===== src/rtl/alu_md_seq.sv =====
// Sequential ALU: single-cycle logic/arith/shift ops plus iterative MULT/MULTU/DIV/DIVU into HI/LO.
// Latency: 1 edge for ops 0-11, WIDTH+1 edges for multiply/divide ops.
// Backpressure: result held while out_valid & !out_ready; in_ready only when IDLE and output free.
module alu_md_seq #(
  parameter int WIDTH = 32,
  parameter int SHW   = 5
) (
  input  logic             clk,
  input  logic             rst,
  input  logic             in_valid,
  output logic             in_ready,
  input  logic [3:0]       op,
  input  logic [WIDTH-1:0] a,
  input  logic [WIDTH-1:0] b,
  input  logic [SHW-1:0]   shamt,
  output logic             out_valid,
  input  logic             out_ready,
  output logic [WIDTH-1:0] result,
  output logic             zero,
  output logic             ovf,
  output logic [WIDTH-1:0] hi,
  output logic [WIDTH-1:0] lo
);

  localparam logic [3:0] OP_NOP  = 4'd0;
  localparam logic [3:0] OP_ADD  = 4'd1;
  localparam logic [3:0] OP_SUB  = 4'd2;
  localparam logic [3:0] OP_AND  = 4'd3;
  localparam logic [3:0] OP_OR   = 4'd4;
  localparam logic [3:0] OP_NOR  = 4'd5;
  localparam logic [3:0] OP_SLT  = 4'd6;
  localparam logic [3:0] OP_SLTU = 4'd7;
  localparam logic [3:0] OP_SLL  = 4'd8;
  localparam logic [3:0] OP_SRL  = 4'd9;
  localparam logic [3:0] OP_SRA  = 4'd10;
  localparam logic [3:0] OP_LUI  = 4'd11;
  localparam logic [3:0] OP_MULT = 4'd12;
  localparam logic [3:0] OP_DIV  = 4'd14;

  localparam logic [SHW-1:0] CNT_LAST = SHW'(WIDTH - 1);

  typedef enum logic [1:0] {IDLE, ITER, FIX} state_t;

  state_t             state_q;
  logic [SHW-1:0]     cnt_q;
  logic               out_valid_q;
  logic [WIDTH-1:0]   result_q;
  logic               zero_q;
  logic               ovf_q;
  logic [WIDTH-1:0]   hi_q;
  logic [WIDTH-1:0]   lo_q;
  // Iteration working set: rem_q is the upper half (partial product / remainder),
  // quo_q the lower half (multiplier bits / dividend-then-quotient), opb_q the |B| operand.
  logic               md_div_q;
  logic               prod_neg_q;   // sign of product / quotient
  logic               rem_neg_q;    // sign of remainder (follows dividend)
  logic               div0_q;
  logic [WIDTH-1:0]   rem_q;
  logic [WIDTH-1:0]   quo_q;
  logic [WIDTH-1:0]   opb_q;

  logic [WIDTH-1:0]   sum;
  logic [WIDTH-1:0]   diff;
  logic [WIDTH-1:0]   alu_res;
  logic               alu_ovf;
  logic               md_signed;
  logic               a_neg;
  logic               b_neg;
  logic [WIDTH-1:0]   a_mag;
  logic [WIDTH-1:0]   b_mag;
  logic [WIDTH:0]     mul_sum;
  logic [WIDTH:0]     div_shift;
  logic [WIDTH-1:0]   div_trial;
  logic [WIDTH-1:0]   rem_d;
  logic [WIDTH-1:0]   quo_d;
  logic [2*WIDTH-1:0] prod_raw;
  logic [2*WIDTH-1:0] prod_fix;
  logic [WIDTH-1:0]   hi_d;
  logic [WIDTH-1:0]   lo_d;

  assign in_ready  = (state_q == IDLE) && (!out_valid_q || out_ready) && !rst;
  assign out_valid = out_valid_q;
  assign result    = result_q;
  assign zero      = zero_q;
  assign ovf       = ovf_q;
  assign hi        = hi_q;
  assign lo        = lo_q;

  assign sum  = a + b;
  assign diff = a - b;

  // Signed MD ops run on magnitudes; signs are reapplied in FIX.
  assign md_signed = (op == OP_MULT) || (op == OP_DIV);
  assign a_neg     = md_signed && a[WIDTH-1];
  assign b_neg     = md_signed && b[WIDTH-1];
  assign a_mag     = a_neg ? -a : a;
  assign b_mag     = b_neg ? -b : b;

  // Single-cycle result and overflow for ops 0-11.
  always_comb begin
    alu_res = a;
    alu_ovf = 1'b0;
    case (op)
      OP_NOP:  alu_res = a;
      OP_ADD: begin
        alu_res = sum;
        alu_ovf = (a[WIDTH-1] == b[WIDTH-1]) && (sum[WIDTH-1] != a[WIDTH-1]);
      end
      OP_SUB: begin
        alu_res = diff;
        alu_ovf = (a[WIDTH-1] != b[WIDTH-1]) && (diff[WIDTH-1] != a[WIDTH-1]);
      end
      OP_AND:  alu_res = a & b;
      OP_OR:   alu_res = a | b;
      OP_NOR:  alu_res = ~(a | b);
      OP_SLT:  alu_res = {{(WIDTH-1){1'b0}}, ($signed(a) < $signed(b))};
      OP_SLTU: alu_res = {{(WIDTH-1){1'b0}}, (a < b)};
      OP_SLL:  alu_res = b << shamt;
      OP_SRL:  alu_res = b >> shamt;
      OP_SRA:  alu_res = $signed(b) >>> shamt;
      OP_LUI:  alu_res = b << (WIDTH / 2);
      default: alu_res = a;
    endcase
  end

  // One radix-2 step: shift-add for multiply, restoring subtract for divide.
  always_comb begin
    mul_sum   = {1'b0, rem_q} + (quo_q[0] ? {1'b0, opb_q} : '0);
    div_shift = {rem_q, quo_q[WIDTH-1]};
    // The partial remainder stays below the divisor, so the low WIDTH bits of the difference are exact.
    div_trial = div_shift[WIDTH-1:0] - opb_q;
    if (md_div_q) begin
      if (div_shift >= {1'b0, opb_q}) begin
        rem_d = div_trial;
        quo_d = {quo_q[WIDTH-2:0], 1'b1};
      end else begin
        rem_d = div_shift[WIDTH-1:0];
        quo_d = {quo_q[WIDTH-2:0], 1'b0};
      end
    end else begin
      rem_d = mul_sum[WIDTH:1];
      quo_d = {mul_sum[0], quo_q[WIDTH-1:1]};
    end
  end

  // Sign correction and divide-by-zero override for the final HI/LO values.
  always_comb begin
    prod_raw = {rem_q, quo_q};
    prod_fix = prod_neg_q ? -prod_raw : prod_raw;
    if (md_div_q) begin
      lo_d = div0_q ? '1 : (prod_neg_q ? -quo_q : quo_q);
      hi_d = rem_neg_q ? -rem_q : rem_q;
    end else begin
      hi_d = prod_fix[2*WIDTH-1:WIDTH];
      lo_d = prod_fix[WIDTH-1:0];
    end
  end

  // Control FSM with all result/flag/HI/LO registers; reset aborts any MD op in flight.
  always_ff @(posedge clk) begin
    if (rst) begin
      state_q     <= IDLE;
      cnt_q       <= '0;
      out_valid_q <= 1'b0;
      result_q    <= '0;
      zero_q      <= 1'b0;
      ovf_q       <= 1'b0;
      hi_q        <= '0;
      lo_q        <= '0;
      md_div_q    <= 1'b0;
      prod_neg_q  <= 1'b0;
      rem_neg_q   <= 1'b0;
      div0_q      <= 1'b0;
      rem_q       <= '0;
      quo_q       <= '0;
      opb_q       <= '0;
    end else begin
      if (out_valid_q && out_ready) begin
        out_valid_q <= 1'b0;
      end
      case (state_q)
        IDLE: begin
          if (in_valid && in_ready) begin
            if (op[3:2] == 2'b11) begin
              md_div_q   <= op[1];
              prod_neg_q <= a_neg ^ b_neg;
              rem_neg_q  <= a_neg;
              div0_q     <= (b == '0);
              rem_q      <= '0;
              quo_q      <= a_mag;
              opb_q      <= b_mag;
              cnt_q      <= '0;
              state_q    <= ITER;
            end else begin
              result_q    <= alu_res;
              zero_q      <= (alu_res == '0);
              ovf_q       <= alu_ovf;
              out_valid_q <= 1'b1;
            end
          end
        end
        ITER: begin
          rem_q <= rem_d;
          quo_q <= quo_d;
          cnt_q <= cnt_q + SHW'(1);
          if (cnt_q == CNT_LAST) begin
            state_q <= FIX;
          end
        end
        FIX: begin
          hi_q        <= hi_d;
          lo_q        <= lo_d;
          result_q    <= lo_d;
          zero_q      <= (lo_d == '0);
          ovf_q       <= 1'b0;
          out_valid_q <= 1'b1;
          state_q     <= IDLE;
        end
        default: state_q <= IDLE;
      endcase
    end
  end

endmodule


===== config.mk =====
export PLATFORM = sky130hd
export DESIGN_NAME = alu_md_seq
export DESIGN_NICKNAME = d
export VERILOG_FILES = /design/src/rtl/alu_md_seq.sv
export SDC_FILE = /design/constraint.sdc
export NUM_CORES = 1
export LEC_CHECK = 0
export BUFFER_PORTS_ARGS = -buffer_cell sky130_fd_sc_hd__clkbuf_2
export CORE_UTILIZATION = 45
export CTS_BUF_LIST = sky130_fd_sc_hd__clkbuf_4 sky130_fd_sc_hd__clkbuf_8 sky130_fd_sc_hd__clkbuf_16
export DETAILED_ROUTE_END_ITERATION = 6
export GPL_ROUTABILITY_DRIVEN = 0
export PLACE_DENSITY_LB_ADDON = 0.05
export SLEW_MARGIN = 20
export SYNTH_ARGS = -nofsm -noshare
export SYNTH_HDL_FRONTEND = slang
export SYNTH_SLANG_ARGS = --single-unit

===== constraint.sdc =====
create_clock -name clk -period 6.6 [get_ports clk]
set_input_delay 0 -clock clk [delete_from_list [all_inputs] [get_ports clk]]
set_output_delay 0 -clock clk [all_outputs]
set_load 0.005 [all_outputs]

==> results.md, run 1 <==
* Post-Synth XOR/XNOR Area at between 7 and 8%
* Post-DR wirelength/cell at 26.8 um
* MaxCap Viol Count at 0
* Maximum fanout along the worst path at 5
* Flops & latches, synth at between 200 and 250
* Number of global-route vias before repair at 24900
* Share of cells above drive strength 1 at 12.8%
* Post-Route WL at 108 mm
* Synthesized-area fraction occupied by adder cells at under 10%
* Worst-margin pin slew at around 1.2 ns
* Main combinational cell family by area after synthesis: compound AO/OA/AOI/OAI gates
* Wire length of the first global-routing pass at roughly 160 mm
* EDFF count, synth at 0
* Num CTS Buffers at 24
* Synth Area in Compound Gates at between 20 and 30%
* Seq/Total Area, Yosys at between 10% and 20%
* Hold Path Class: in2reg
* Outcome: finished clean
* Crit path capture type: register
* Final number of max-transition violations at 0
* CP startpoint kind: primary input
* Number of remaining DRC errors at 0
* Post-CTS Resized at 0
* Dominant synthesized flop cell: dfxtp_1
* Largest net degree at the start of global routing at 86
* Reg clk slew, reported paths at 0.06 ns
* Maximum vdd drop at 0.163 mV
* # setup viols final at 0
* Critical Path RT at about 7.0 ns
* Average size of a mapped cell at around 7.7 um2
* Maximum buffer depth of the clock tree at 3
* Ports at 177
* Total GRT Usage at a little under two fifths
* Post-CTS setup buffers at 0
* Initial Utilization at 45.5%
* Worst Path Arrival at 5.28 ns
* WS Path Type: in2reg
* Unrepaired setup endpoints after global routing: false
* Post-Route Setup TNS at 0 ns
* Initial antenna violation count at 6
* Final Skew at ~0.021 ns
* Fin crit share at 73.2%
* Number of cell rows at 86
* Synth Instances at approximately 3300
* Vias after detailed routing at 27200
* Fmax at 207 MHz
* Buffers added on ports at 176
* Core area at approximately 55000 um2
* Initial DRC Count at roughly 3700
* Clock root buffer: clkbuf_16
* Final #Nets at about 3500
* DR pass1 iterations at 7
* Overflow after GRT at 0
* FFs w/ async S/R, synth at 0%
* Reg2reg path depth at 13
* Sink Count at 206
* Clock latency on the worst-skew pair at about 0.55 ns
* Htree depth at 1
* Post-synthesis mux area share at approximately an eighth
* Worst Hold Path Cells at 4
* Mapped Nets at around 3500
* CTS tree: built
* Post-route ant nets at 0
* Layout area overhead at 6.86%
* Static Leakage at roughly 11 nW
* Vias per cell at between 6 and 7
* Final hold vios at 0
* Die X at 238 um
* Dpl hpwl at roughly 81 mm
* Die Ht at approximately 240 um
* Ys Warns at 0
* Total power at 4.35 mW
* Die area at around 57000 um2
* Slew headroom at ~17%
* Post-Synth Simple-Gate Area at a little under a fifth
* Hold Buf Count CTS at 4
* Yosys cell types at roughly 110
* Final min period at approximately 4.8 ns
* Post-Syn Area at about 25000 um2
* Cell Pwr Density at about 160 nW/um2
## routing by layer
| layer | up-vias | global-route usage, % | wire length [um] |
|---|---|---|---|
| met3 | 366 | 7.00 | 12000 |
| met4 | 4 | 18.4 | 6280 |
| li1 | 12100 | - | - |
| met1 | 13000 | 50.6 | 44500 |
| met2 | 1789 | 54.5 | 44900 |
| met5 | - | 0 | 24 |
## through the flow
step | setup slack, ns | instance area, um2 | hold WS, ns | std cells | util (%)
after floorplan | 2.73 | 25100 | 0.0535 | 3275 | -
after global placement | 1.62 | 25900 | 0.361 | 3975 | 47.1
after detailed placement | 1.49 | 25900 | 0.363 | 3975 | 47.1
after CTS | 1.85 | 26800 | 0.0224 | 4020 | 48.6
after global routing | 1.59 | 26800 | 0.0643 | 4021 | 48.6
final | 1.77 | 26800 | 0.0634 | 4025 | 48.7
## cell usage in the layout, fill, tap and decap left out, types with 114 or more instances in the layout
| cell | synthesis | layout |
|---|---|---|
| a21oi_1 | 226 | 225 |
| clkbuf_2 | 1 | 172 |
| xnor2_1 | 164 | 164 |
| ha_1 | 177 | 177 |
| a211oi_1 | 135 | 135 |
| dfxtp_1 | 206 | 205 |
| mux2i_1 | 114 | 114 |
| inv_1 | 161 | 161 |
| nand2_1 | 295 | 294 |
| o21ai_0 | 169 | 169 |
| nor2_1 | 336 | 334 |
## kinds of logic after synthesis
| logic type | Yosys count |
|---|---|
| AOI/OAI and AO/OA | 1026 |
| xor gates and xnor gates | 209 |
| adders and majority gates | 181 |
| buffers and inverters | 426 |
| DFF | 206 |
| muxes | 207 |
| and+or+nand+nor | 1020 |
## final cells by class
class	count	area, um2
clock buffers	30	682
multi-input cells	2643	19100
flip-flops and latches	206	4130
fillers	5538	28300
clock inverters	11	121
diodes	4	10.0
inverters	162	608
repair buffers	221	1260
well taps	748	936
## registers in the layout, indices dropped and copies added, names as in the netlist
| name | count |
|---|---|
| hi | 32 |
| lo | 32 |
| opb_q | 32 |
| quo_q | 32 |
| rem_q | 32 |
| result | 32 |
| cnt_q | 5 |
| state_q | 2 |
| div0_q | 1 |
| md_div_q | 1 |
| out_valid | 1 |
| ovf | 1 |
| prod_neg_q | 1 |
| rem_neg_q | 1 |
| zero | 1 |
## synthesized netlist by cell type (all sizes together), types with 34 or more instances
library cell	instances	area [um2]
nor2	336	1260
dfxtp	206	4120
a22oi	46	345
clkbuf	199	948
inv	162	608
nor3	68	345
a31oi	59	369
a211oi	136	1030
nand3	68	340
buf	64	392
a21o	53	399
mux2i	115	1160
nand2	295	1110
ha	177	2210
a21oi	226	1130
o21ai	177	886
xnor2	164	1440
xor2	45	394
mux4	80	1800
or3	34	219
## final timing paths
check | end | slack, ns | startpoint
setup / recovery | zero$_SDFFE_PP0P_ | 1.77 | a[0]
hold / removal | opb_q[16]$_SDFFE_PP0P_ | 0.06 | b[16]
setup reg to reg | rem_q[29]$_SDFFE_PP0P_ | 1.83 | rem_q[0]$_SDFFE_PP0P_
hold reg to reg | lo[22]$_SDFFE_PP0P_ | 0.45 | lo[22]$_SDFFE_PP0P_
## power breakdown
| part | internal [mW] | switching [mW] |
|---|---|---|
| logic | 0.590 | 1.06 |
| clock network | 0.809 | 0.574 |
| registers | 1.28 | 0.0405 |
| total | 2.67 | 1.68 |
## worst max-delay path: stages
cell and delay (ns):
dlygate4sd3_1 0.53, clkbuf_2 0.20, ha_1 0.30, fa_1 0.44, a211oi_1 0.33, o21ai_1 0.20
and3_1 0.31, o31ai_2 0.47, a311oi_2 0.24, a21oi_1 0.23, xnor2_1 0.09, a221oi_1 0.77
o211ai_1 0.18, a2111o_1 0.32, or4_1 0.42, o31ai_2 0.23
(Power assumes the default switching activity.)
==> inputs of run 2 (changes only) <==
clock period = 4.2 ns   (was 6.6 ns; I/O delays follow)
==> results.md, run 2 (same netlist as run 1, synthesis figures left out) <==
* Fin area at 28500 um2 (was 26800 um2)
* Die Ht at 238 um (unchanged)
* Hold Path Class: in2reg (unchanged)
* Post-Route Setup TNS at 0 ns (unchanged)
* # setup viols final at 0 (unchanged)
* Total power at 7.05 mW (was 4.35 mW)
* Final hold vios at 0 (unchanged)
* Share of power burned in the clock network at 30.2% (was 31.8%)
* Ports at 177 (unchanged)
* Share of cells above drive strength 1 at 18.3% (was 12.8%)
* Vias per cell at 6.54 (was 6.76)
* Number of global-route vias before repair at 25600 (was 24900)
* Number of buffers and inverters on the critical path at 4 (was 2)
* Worst Path Arrival at 4.62 ns (was 5.28 ns)
* Sink Count at 206 (unchanged)
* Post-route ant nets at 0 (unchanged)
* Wire length of the first global-routing pass at 162 mm (was 160 mm)
* Initial DRC Count at 3443 (was 3667)
* Worst-margin pin slew at 1.03 ns (was 1.23 ns)
* Flop pwr share at 29.3% (was 30.2%)
* Initial antenna violation count at 2 (was 6)
* Largest delay share family, worst path: compound AO/OA/AOI/OAI gates (unchanged)
* Post-DR wirelength/cell at 25.7 um (was 26.8 um)
* Htree depth at 1 (unchanged)
* Largest net degree at the start of global routing at 89 (was 86)
* Vias after detailed routing at 27800 (was 27200)
* Final Skew at 0.0181 ns (was 0.0211 ns)
* WS Path Type: in2reg (unchanged)
* Number of cell rows at 86 (unchanged)
* FILL cells at 5523 (was 5538)
* Unrepaired setup endpoints after global routing: true (was false)
* Static Leakage at 11.6 nW (was 10.5 nW)
* Number of remaining DRC errors at 0 (unchanged)
* Met2 wire len at 45.5 mm (was 44.9 mm)
* Reg2Reg Setup Slack at 0.13 ns (was 1.83 ns)
* Cell Pwr Density at 247 nW/um2 (was 162 nW/um2)
* Die area at 56700 um2 (unchanged)
* Dpl hpwl at 85.6 mm (was 80.5 mm)
* Maximum vdd drop at 0.263 mV (was 0.163 mV)
* WL met1 at 45.1 mm (was 44.5 mm)
* WL met3 at 11.2 mm (was 12.0 mm)
* Cell count along the critical path at 17 (was 16)
* CTS tree: built (unchanged)
* Maximum buffer depth of the clock tree at 3 (unchanged)
* Worst Hold Path Cells at 4 (unchanged)
* Maximum fanout along the worst path at 5 (unchanged)
* Top routing layer used: met5 (unchanged)
* Critical Path Max Stage Delay at 0.75 ns (was 0.77 ns)
* Critical path cell sequence: dlygate4sd3_1 -> clkbuf_2 -> inv_1 -> ha_1 -> a211oi_1 -> o21bai_1 -> o22ai_1 -> o41ai_2 -> buf_4 -> a21o_1 -> a21boi_0 -> o21ai_0 -> mux2i_1 -> a32oi_1 -> a2111o_1 -> or4_1 -> o31ai_2 (was dlygate4sd3_1 -> clkbuf_2 -> ha_1 -> fa_1 -> a211oi_1 -> o21ai_1 -> and3_1 -> o31ai_2 -> a311oi_2 -> a21oi_1 -> xnor2_1 -> a221oi_1 -> o211ai_1 -> a2111o_1 -> or4_1 -> o31ai_2)
* Layout area overhead at 13.7% (was 6.86%)
* Buffers added on ports at 176 (unchanged)
* Initial Utilization at 45.5% (unchanged)
* Outcome: finished clean (unchanged)
* DR pass1 iterations at 7 (unchanged)
* Total GRT Usage at 37.3% (was 36.7%)
* Highest-count cells in the layout ignoring fill and taps: nor2_1, nand2_1, buf_4, a21oi_1, dfxtp_1 (was nor2_1, nand2_1, a21oi_1, dfxtp_1, ha_1)
* Die X at 238 um (unchanged)
* Reg area at 4130 um2 (unchanged)
* Clock root buffer: clkbuf_16 (unchanged)
* Post-Route WL at 109 mm (was 108 mm)
* Slew headroom at 31.2% (was 17.1%)
* Crit path capture type: register (unchanged)
* Fin crit share at between 90 and 100%
* Final Util at 51.7% (was 48.7%)
* MaxCap Viol Count at 0 (unchanged)
* Core area at 55100 um2 (unchanged)
* CP startpoint kind: primary input (unchanged)
* Final number of max-transition violations at 0 (unchanged)
* Multi-input gate area at 19100 um2 (about the same)
* Reg clk slew, reported paths at 0.06 ns (about the same)
* Placement-stage cell area at 27600 um2 (was 25900 um2)
* Num CTS Buffers at 23 (was 24)
* CP max stage cell: o41ai_2 (was a221oi_1)
* Clock latency on the worst-skew pair at 0.54 ns (was 0.55 ns)
* Switching part of the total at 38.0% (was 38.5%)
* P_sw at 2.68 mW (was 1.68 mW)
* Critical Path RT at 4.65 ns (was 7.04 ns)
* Final #Nets at 3735 (was 3516)
* Cell Int Power at 4.37 mW (was 2.67 mW)
* Comb pwr share at 40.5% (was 38.0%)
* Most common cell after layout, fill and taps aside: nor2_1 (unchanged)
* Reg2reg path depth at 16 (was 13)
* Fmax at ~240 MHz
* Final min period at 4.17 ns
* Overflow after GRT at 0 (unchanged)
==> run 2: layout make-up <==
cell class / count / area share [%]
well taps: 748 / 3.28
flip-flops and latches: 206 / 14.5
clock buffers: 32 / 2.32
repair buffers: 441 / 10.4
multi-input cells: 2643 / 66.9
inverters: 162 / 2.13
diodes: 1 / 0.00878
clock inverters: 10 / 0.408
==> run 2: per-layer routing <==
metal | GRT usage [%] | up-vias
met5 | 0 | -
met1 | 51.1 | 13200
met3 | 6.12 | 366
met2 | 55.4 | 1660
met4 | 20.8 | 2
li1 | - | 12600
==> run 2: worst reg2reg max path, delay by kind of cell (launching register included) <==
kind | cells | cell delay [ns]
AO/OA/AOI/OAI | 9 | 2.19
adder cells (fa/ha/maj) | 1 | 0.31
buffers and inverters | 3 | 0.42
flip-flops | 1 | 0.40
multiplexers | 1 | 0.13
AND/OR/NAND/NOR | 2 | 0.51
==> run 2: timing repair <==
action,CTS,global route
endpoints found under the hold margin,26,0
hold buffers,7,0
gates resized for setup,0,9
setup endpoints to repair,0,11
buffers inserted,0,0
==> run 2: per-stage QoR <==
step                      instances  hold WS, ns  setup slack (ns)
after global placement         4193        0.282            -0.399
final                          4243       0.0393            0.0334
after floorplan                3275       0.0535             0.328
after global routing           4242       0.0440           -0.0841
after CTS                      4242      0.00919            0.0479
after detailed placement       4193        0.287            -0.114
==> run 2: path summary, 6_finish.rpt <==
check	endpoint	start
worst min register to register	hi[20]$_SDFFE_PP0P_	hi[20]$_SDFFE_PP0P_
worst max-delay path	zero$_SDFFE_PP0P_	b[1]
worst min-delay path	opb_q[26]$_SDFFE_PP0P_	b[26]
worst max register to register	rem_q[31]$_SDFFE_PP0P_	opb_q[1]$_SDFFE_PP0P_
==> run 2: power groups by stage <==
stage / Combinational [mW] / Clock, mW / Sequential (mW)
6_report: 2.86 / 2.13 / 2.06
5_1_grt: 3.00 / 2.24 / 2.07
4_1_cts: 2.75 / 2.16 / 2.06
3_5_place_dp: 2.73 / 0 / 2.10
3_3_place_gp: 2.72 / 0 / 2.10
2_1_floorplan: 1.76 / 0 / 2.08
